===== config.mk =====
export PLATFORM = sky130hd
export DESIGN_NAME = alu_acc_unit_flat
export DESIGN_NICKNAME = d
export VERILOG_FILES = /design/src/rtl/alu_acc_if.sv /design/src/rtl/alu_acc_unit.sv /design/src/flat_wrapper.sv
export SDC_FILE = /design/constraint.sdc
export NUM_CORES = 1
export LEC_CHECK = 0
export BUFFER_PORTS_ARGS = -buffer_cell sky130_fd_sc_hd__buf_4
export CORE_MARGIN = 2
export CORE_UTILIZATION = 62
export DETAILED_ROUTE_END_ITERATION = 6
export PLACE_DENSITY = 0.81
export SYNTH_ARGS = -nofsm -noshare
export SYNTH_HDL_FRONTEND = slang
export SYNTH_SLANG_ARGS = --single-unit

===== constraint.sdc =====
create_clock -name clk -period 4.25 [get_ports clk]
set_input_delay 0 -clock clk [delete_from_list [all_inputs] [get_ports clk]]
set_output_delay 0 -clock clk [all_outputs]
set_load 0.05 [all_outputs]

===== src/rtl/alu_acc_if.sv =====
// Request/result bundle between the register file read port and the
// accumulator execute stage.
interface alu_acc_if #(
    parameter int WIDTH = 8
);
    logic             start;
    logic [2:0]       alu_op;
    logic [WIDTH-1:0] op_a;
    logic [WIDTH-1:0] op_b;
    logic [WIDTH-1:0] acc;
    logic             busy;
    logic             done;
    logic             wb_en;
    logic             zero;
    logic             carry;
    logic             ovf;
    logic             div0;

    modport master (
        output start, alu_op, op_a, op_b,
        input  acc, busy, done, wb_en, zero, carry, ovf, div0
    );

    modport slave (
        input  start, alu_op, op_a, op_b,
        output acc, busy, done, wb_en, zero, carry, ovf, div0
    );
endinterface


===== src/rtl/alu_acc_unit.sv =====
// 8-bit execute stage: single-cycle logic/arith ops, 8-iteration shift-add
// multiply and restoring divide, result held in an accumulator with flags.
module alu_acc_unit #(
    parameter int WIDTH = 8,
    parameter int CNT_W = 3
) (
    input  logic     clk,
    input  logic     reset,
    alu_acc_if.slave bus
);
    localparam logic [2:0] OP_ADD = 3'b000;
    localparam logic [2:0] OP_SUB = 3'b001;
    localparam logic [2:0] OP_AND = 3'b010;
    localparam logic [2:0] OP_OR  = 3'b011;
    localparam logic [2:0] OP_XOR = 3'b100;
    localparam logic [2:0] OP_SLT = 3'b101;
    localparam logic [2:0] OP_MUL = 3'b110;
    localparam logic [2:0] OP_DIV = 3'b111;

    typedef enum logic [2:0] {
        S_IDLE,
        S_EXEC,
        S_MUL,
        S_DIV,
        S_WB
    } state_t;

    typedef struct packed {
        logic [WIDTH-1:0] res;
        logic             carry;
        logic             ovf;
    } alu_res_t;

    state_t state, state_nxt;

    logic [WIDTH-1:0]   a_q, b_q;
    logic [2:0]         op_q;
    logic [2*WIDTH-1:0] prod_q;
    logic [WIDTH-1:0]   rem_q, quo_q;
    logic [CNT_W-1:0]   cnt_q;

    logic [WIDTH-1:0]   acc_q;
    logic               zero_q, carry_q, ovf_q, div0_q;

    logic               accept, commit, last_iter;
    alu_res_t           ex_res;
    logic [2*WIDTH-1:0] mul_nxt;
    logic [2*WIDTH-1:0] div_nxt;

    function automatic alu_res_t exec_op(
        input logic [2:0]       op,
        input logic [WIDTH-1:0] a,
        input logic [WIDTH-1:0] b
    );
        alu_res_t                r;
        logic [WIDTH:0]          ext;
        logic signed [WIDTH-1:0] sa;
        logic signed [WIDTH-1:0] sb;
        r   = '0;
        ext = '0;
        sa  = a;
        sb  = b;
        case (op)
            OP_ADD: begin
                ext     = {1'b0, a} + {1'b0, b};
                r.res   = ext[WIDTH-1:0];
                r.carry = ext[WIDTH];
                r.ovf   = (a[WIDTH-1] == b[WIDTH-1]) && (ext[WIDTH-1] != a[WIDTH-1]);
            end
            OP_SUB: begin
                // Bit WIDTH of the extended difference is the unsigned borrow.
                ext     = {1'b0, a} - {1'b0, b};
                r.res   = ext[WIDTH-1:0];
                r.carry = ext[WIDTH];
                r.ovf   = (a[WIDTH-1] != b[WIDTH-1]) && (ext[WIDTH-1] != a[WIDTH-1]);
            end
            OP_AND:  r.res = a & b;
            OP_OR:   r.res = a | b;
            OP_XOR:  r.res = a ^ b;
            OP_SLT:  r.res = {{(WIDTH-1){1'b0}}, (sa < sb)};
            default: r = '0;
        endcase
        return r;
    endfunction

    function automatic logic [2*WIDTH-1:0] mul_step(
        input logic [2*WIDTH-1:0] prod,
        input logic [WIDTH-1:0]   a,
        input logic [WIDTH-1:0]   b,
        input logic [CNT_W-1:0]   cnt
    );
        logic [2*WIDTH-1:0] addend;
        addend = b[cnt] ? ({{WIDTH{1'b0}}, a} << cnt) : '0;
        return prod + addend;
    endfunction

    // Returns {remainder, quotient}; dividend bits shift out of quo MSB-first.
    function automatic logic [2*WIDTH-1:0] div_step(
        input logic [WIDTH-1:0] rem,
        input logic [WIDTH-1:0] quo,
        input logic [WIDTH-1:0] b
    );
        logic [WIDTH:0]   shifted;
        logic [WIDTH:0]   diff;
        logic [WIDTH-1:0] rem_n;
        logic             qbit;
        shifted = {rem, quo[WIDTH-1]};
        diff    = shifted - {1'b0, b};
        if (shifted >= {1'b0, b}) begin
            rem_n = diff[WIDTH-1:0];
            qbit  = 1'b1;
        end else begin
            rem_n = shifted[WIDTH-1:0];
            qbit  = 1'b0;
        end
        return {rem_n, quo[WIDTH-2:0], qbit};
    endfunction

    assign ex_res  = exec_op(op_q, a_q, b_q);
    assign mul_nxt = mul_step(prod_q, a_q, b_q, cnt_q);
    assign div_nxt = div_step(rem_q, quo_q, b_q);

    always_ff @(posedge clk or posedge reset) begin
        if (reset) begin
            state <= S_IDLE;
        end else begin
            state <= state_nxt;
        end
    end

    always_comb begin
        state_nxt = state;
        accept    = 1'b0;
        commit    = 1'b0;
        last_iter = (cnt_q == {CNT_W{1'b1}});
        case (state)
            S_IDLE: begin
                if (bus.start) begin
                    accept = 1'b1;
                    case (bus.alu_op)
                        OP_MUL:  state_nxt = S_MUL;
                        OP_DIV:  state_nxt = S_DIV;
                        default: state_nxt = S_EXEC;
                    endcase
                end
            end
            S_EXEC: begin
                commit    = 1'b1;
                state_nxt = S_WB;
            end
            S_MUL, S_DIV: begin
                if (last_iter) begin
                    commit    = 1'b1;
                    state_nxt = S_WB;
                end
            end
            S_WB:    state_nxt = S_IDLE;
            default: state_nxt = S_IDLE;
        endcase
    end

    always_ff @(posedge clk or posedge reset) begin
        if (reset) begin
            a_q    <= '0;
            b_q    <= '0;
            op_q   <= '0;
            prod_q <= '0;
            rem_q  <= '0;
            quo_q  <= '0;
            cnt_q  <= '0;
        end else if (accept) begin
            a_q    <= bus.op_a;
            b_q    <= bus.op_b;
            op_q   <= bus.alu_op;
            prod_q <= '0;
            rem_q  <= '0;
            quo_q  <= bus.op_a;
            cnt_q  <= '0;
        end else if (state == S_MUL) begin
            prod_q <= mul_nxt;
            cnt_q  <= cnt_q + 1'b1;
        end else if (state == S_DIV) begin
            {rem_q, quo_q} <= div_nxt;
            cnt_q          <= cnt_q + 1'b1;
        end
    end

    // Accumulator and flags change only when an operation completes.
    always_ff @(posedge clk or posedge reset) begin
        if (reset) begin
            acc_q   <= '0;
            zero_q  <= 1'b0;
            carry_q <= 1'b0;
            ovf_q   <= 1'b0;
            div0_q  <= 1'b0;
        end else if (commit) begin
            case (state)
                S_MUL: begin
                    acc_q   <= mul_nxt[WIDTH-1:0];
                    zero_q  <= (mul_nxt[WIDTH-1:0] == '0);
                    carry_q <= |mul_nxt[2*WIDTH-1:WIDTH];
                    ovf_q   <= 1'b0;
                    div0_q  <= 1'b0;
                end
                S_DIV: begin
                    if (b_q == '0) begin
                        acc_q  <= {WIDTH{1'b1}};
                        zero_q <= 1'b0;
                        div0_q <= 1'b1;
                    end else begin
                        acc_q  <= div_nxt[WIDTH-1:0];
                        zero_q <= (div_nxt[WIDTH-1:0] == '0);
                        div0_q <= 1'b0;
                    end
                    carry_q <= 1'b0;
                    ovf_q   <= 1'b0;
                end
                default: begin
                    acc_q   <= ex_res.res;
                    zero_q  <= (ex_res.res == '0);
                    carry_q <= ex_res.carry;
                    ovf_q   <= ex_res.ovf;
                    div0_q  <= 1'b0;
                end
            endcase
        end
    end

    assign bus.acc   = acc_q;
    assign bus.zero  = zero_q;
    assign bus.carry = carry_q;
    assign bus.ovf   = ovf_q;
    assign bus.div0  = div0_q;
    assign bus.busy  = (state != S_IDLE);
    assign bus.done  = (state == S_WB);
    assign bus.wb_en = bus.done;
endmodule


===== src/flat_wrapper.sv =====
// flat-port wrapper written by rule: the top's interface ports become plain ports
module alu_acc_unit_flat 
#(
    parameter int WIDTH = 8,
    parameter int CNT_W = 3
)
  (clk, reset, bus_start, bus_alu_op, bus_op_a, bus_op_b, bus_acc, bus_busy, bus_done, bus_wb_en, bus_zero, bus_carry, bus_ovf, bus_div0);
  alu_acc_if #(.WIDTH(WIDTH)) bus_i ();
  input  logic clk;
  input  logic reset;
  input wire logic [$bits(bus_i.start)-1:0] bus_start;
  input wire logic [$bits(bus_i.alu_op)-1:0] bus_alu_op;
  input wire logic [$bits(bus_i.op_a)-1:0] bus_op_a;
  input wire logic [$bits(bus_i.op_b)-1:0] bus_op_b;
  output wire logic [$bits(bus_i.acc)-1:0] bus_acc;
  output wire logic [$bits(bus_i.busy)-1:0] bus_busy;
  output wire logic [$bits(bus_i.done)-1:0] bus_done;
  output wire logic [$bits(bus_i.wb_en)-1:0] bus_wb_en;
  output wire logic [$bits(bus_i.zero)-1:0] bus_zero;
  output wire logic [$bits(bus_i.carry)-1:0] bus_carry;
  output wire logic [$bits(bus_i.ovf)-1:0] bus_ovf;
  output wire logic [$bits(bus_i.div0)-1:0] bus_div0;
  assign bus_i.start = bus_start;
  assign bus_i.alu_op = bus_alu_op;
  assign bus_i.op_a = bus_op_a;
  assign bus_i.op_b = bus_op_b;
  assign bus_acc = bus_i.acc;
  assign bus_busy = bus_i.busy;
  assign bus_done = bus_i.done;
  assign bus_wb_en = bus_i.wb_en;
  assign bus_zero = bus_i.zero;
  assign bus_carry = bus_i.carry;
  assign bus_ovf = bus_i.ovf;
  assign bus_div0 = bus_i.div0;
  alu_acc_unit #(.WIDTH(WIDTH), .CNT_W(CNT_W)) u_core (.clk(clk), .reset(reset), .bus(bus_i));
endmodule

==> metrics <==
status=complete, but fails checks; failing checks=DRC; count of cell types in the netlist=72; Initial Utilization=64.63%; worst endpoint required time=4460 ps; met2 Usage GRT=51.77%; clock network fraction of design power=11.2%; final instance area=6429 sq um; Root Buffer=clkbuf_8; Final Max Slew Viols=0; WL per Instance=18.87 um; Port Buffers=36; Compound-Gate Fraction of Synth Area=23.72%; FMAX=0.2604 GHz; Final min period=3840 ps; CTS tree=built; WP buf/inv=0; Synth Flop Type=dfrtp_1; syn_nets=774; Cell Int Power=2.666 mW; Crit. Startpoint=u_core.cnt_q[0]$_DFFE_PP0P_; largest family of logic cells by synthesized area=compound AO/OA/AOI/OAI gates; die height=99.82 um; 1st-iter DRT viols=557; Post-DP Area=5997 sq um; ANT cells=0; fin nets=812; worst skew pair latency=360 ps; CP Depth=13; register area share after synthesis=30.34%; die area=9963 sq um; I/O pin cnt=37; Slew headroom=35.66%; critical path class=reg2reg; drt via density=6.426; Worst R2R Setup Slack=410 ps; Final Power=5.681 mW; Syn Area/Cell=8.143 sq um; yosys synthesis warning count=0; simple-gate portion of the synthesized area=20.05%; sequential cell area=1727 sq um; GP Congestion=0.9706; first-pass GRT wire length=26270 um; CTS buffer count=9; Final WS setup=410.2 ps; Worst setup EP type=flop; Clock Sinks=69; Synth Cell Area=5692 sq um; CP max-delay cell=mux4_2; Sw Ratio=53.07%; Routed WL=16040 um; most used cell, CP=nand2_1; post-DP HPWL=11940 um; clk_skew=18.50 ps; #FFs+latches synth=69; Peak VDD IR=0.4903 mV; grt met1 use=49.37%; max cap viols=0; Tightest Pin Transition=961.6 ps; P&R area growth vs syn=12.95%; die width=99.82 um; CP Cell Sequence=mux4_2 > nand2_1 > and2_1 > nor2_1 > ha_1 > nand2_1 > o21ai_1 > o21ba_2 > o31ai_1 > a21oi_2 > xnor2_1 > nor4bb_1 > o22ai_1; mux cell area share after synthesis=5.144%; GR Util met3=6.128%; Clock transition at path regs=80 ps; GR peak layer=met2; Sw Pwr=3.015 mW; critical path arrival=4050 ps; Synth Area in Adders=12.18%; Final Cycle Share=90.35%; global route overflow=0; RSZ-0062 raised after global routing=no; initial antenna violation count=0; Initial DRT Pass Iterations=7; dpl ws=490.0 ps; CTS max path bufs=2; area of the multi-input gates=3670 sq um; crit-path max FO=9; most common cell after layout, fill and taps aside=nand2_1; vias in the first global route=5193; PwrDens=883.7 nW/um^2; Mapped Cells=699; core area=8806 sq um; filler cell count=670; peak per-stage delay on the critical path=550 ps; family with the most delay on the worst path=simple AND/OR/NAND/NOR gates; Static Leak=2.857 nW; drt drc=2; GRT Overall Usage=33.50%; largest net degree at the start of global routing=53; async set-reset flop share out of synthesis=100.0%; r2r endpoint=u_core.bus.carry$_DFFE_PP0P_; crit path launch type=flop; routed vias=5462; sequential power share=23.3%; setup TNS=0 ps; launch point of the worst reg-to-reg path=u_core.cnt_q[0]$_DFFE_PP0P_; r2r worst-path depth=13; Hold Violations, Final=0; FP Rows=34; share of layout cells above drive strength 1=11.05%; Antenna Violating Nets Remaining=0; XOR/XNOR Fraction of Synth Area=3.385%; CTS H-Tree Depth=3; Hold Path Class=in2async; final setup fails=0; most frequent cells in the layout=nand2_1 (97), dfrtp_1 (69), o21ai_0 (68), nor2_1 (65), ha_1 (49); Post-synth EDFFs=0; Gate power share=65.6%
## through the flow
stage,hold slack [ps],instances,utilization (%)
floorplan,105.4,699,-
global placement,5.109,814,68.10
detailed placement,12.21,814,68.10
CTS,202.2,850,73.00
global route,219.9,850,73.00
finish,192.9,850,73.00
## final cells by class
| cell class | instances | share of cell area [%] |
|---|---|---|
| well taps | 108 | 2.102 |
| flip-flops and latches | 69 | 26.86 |
| clock buffers | 10 | 2.141 |
| clock inverters | 6 | 1.460 |
| inverters | 36 | 2.102 |
| multi-input cells | 557 | 57.08 |
| repair buffers | 64 | 8.252 |
## per-layer routing
| metal | vias up | wire [um] |
|---|---|---|
| met5 | - | 0 |
| met4 | 0 | 247 |
| met3 | 32 | 1319 |
| met2 | 254 | 7213 |
| met1 | 2621 | 7259 |
| li1 | 2555 | - |
## Yosys cell counts, types with 8 or more instances
cell type  number  area share [%]
a21oi_1        47             4.1
clkbuf_1       25             1.6
dfrtp_1        69              30
ha_1           49              11
inv_1          35             2.3
mux2i_1        18             3.2
nand2_1        97             6.4
nand2b_1        8            0.88
nand3_1        27             2.4
nor2_1         65             4.3
nor2b_1         8            0.88
nor3_1         19             1.7
o211ai_1       18             2.4
o21ai_0        68             6.0
xnor2_1        17             2.6
## worst min-delay path: stages
cell,delay [ps]
dlygate4sd3_1,540
buf_4,130
inv_2,290
## worst max-delay path by stage
stage,to
after floorplan,u_core.bus.carry$_DFFE_PP0P_
after global placement,u_core.bus.carry$_DFFE_PP0P_
after detailed placement,u_core.bus.carry$_DFFE_PP0P_
after CTS,u_core.bus.carry$_DFFE_PP0P_
after global routing,u_core.bus.carry$_DFFE_PP0P_
final,u_core.bus.carry$_DFFE_PP0P_
## flip-flops by register name, summed over array words and instances, names as in the netlist
| name | cells |
|---|---|
| u_core.prod_q | 16 |
| u_core.a_q | 8 |
| u_core.b_q | 8 |
| u_core.bus.acc | 8 |
| u_core.quo_q | 8 |
| u_core.rem_q | 8 |
| u_core.cnt_q | 3 |
| u_core.op_q | 3 |
| u_core.state | 3 |
| u_core.bus.carry | 1 |
| u_core.bus.div0 | 1 |
| u_core.bus.ovf | 1 |
| u_core.bus.zero | 1 |
## timing repair
action                                 CTS  global route
setup buffers                            0             0
resized for setup                        0             0
hold buffers                            20             0
endpoints found under the hold margin   46             0
## power groups by stage
| stage | Sequential (mW) | Combinational [mW] | Clock, mW |
|---|---|---|---|
| finish | 1.32 | 3.73 | 0.634 |
| global route | 1.35 | 4.11 | 0.664 |
| CTS | 1.30 | 3.66 | 0.635 |
| detailed placement | 1.31 | 3.63 | 0 |
| global placement | 1.29 | 3.55 | 0 |
| floorplan | 1.28 | 2.71 | 0 |
## kinds of logic (layout without fill, tap and decap cells)
logic type	count (synthesis)	in the layout
flip-flops	69	69
adder cells (fa/ha/maj)	53	53
AND/OR/NAND/NOR	254	254
multiplexers	24	24
AO/OA/AOI/OAI	204	204
buffers and inverters	73	116
XOR/XNOR	22	22
No activity file was read; power rests on OpenSTA's default activity.
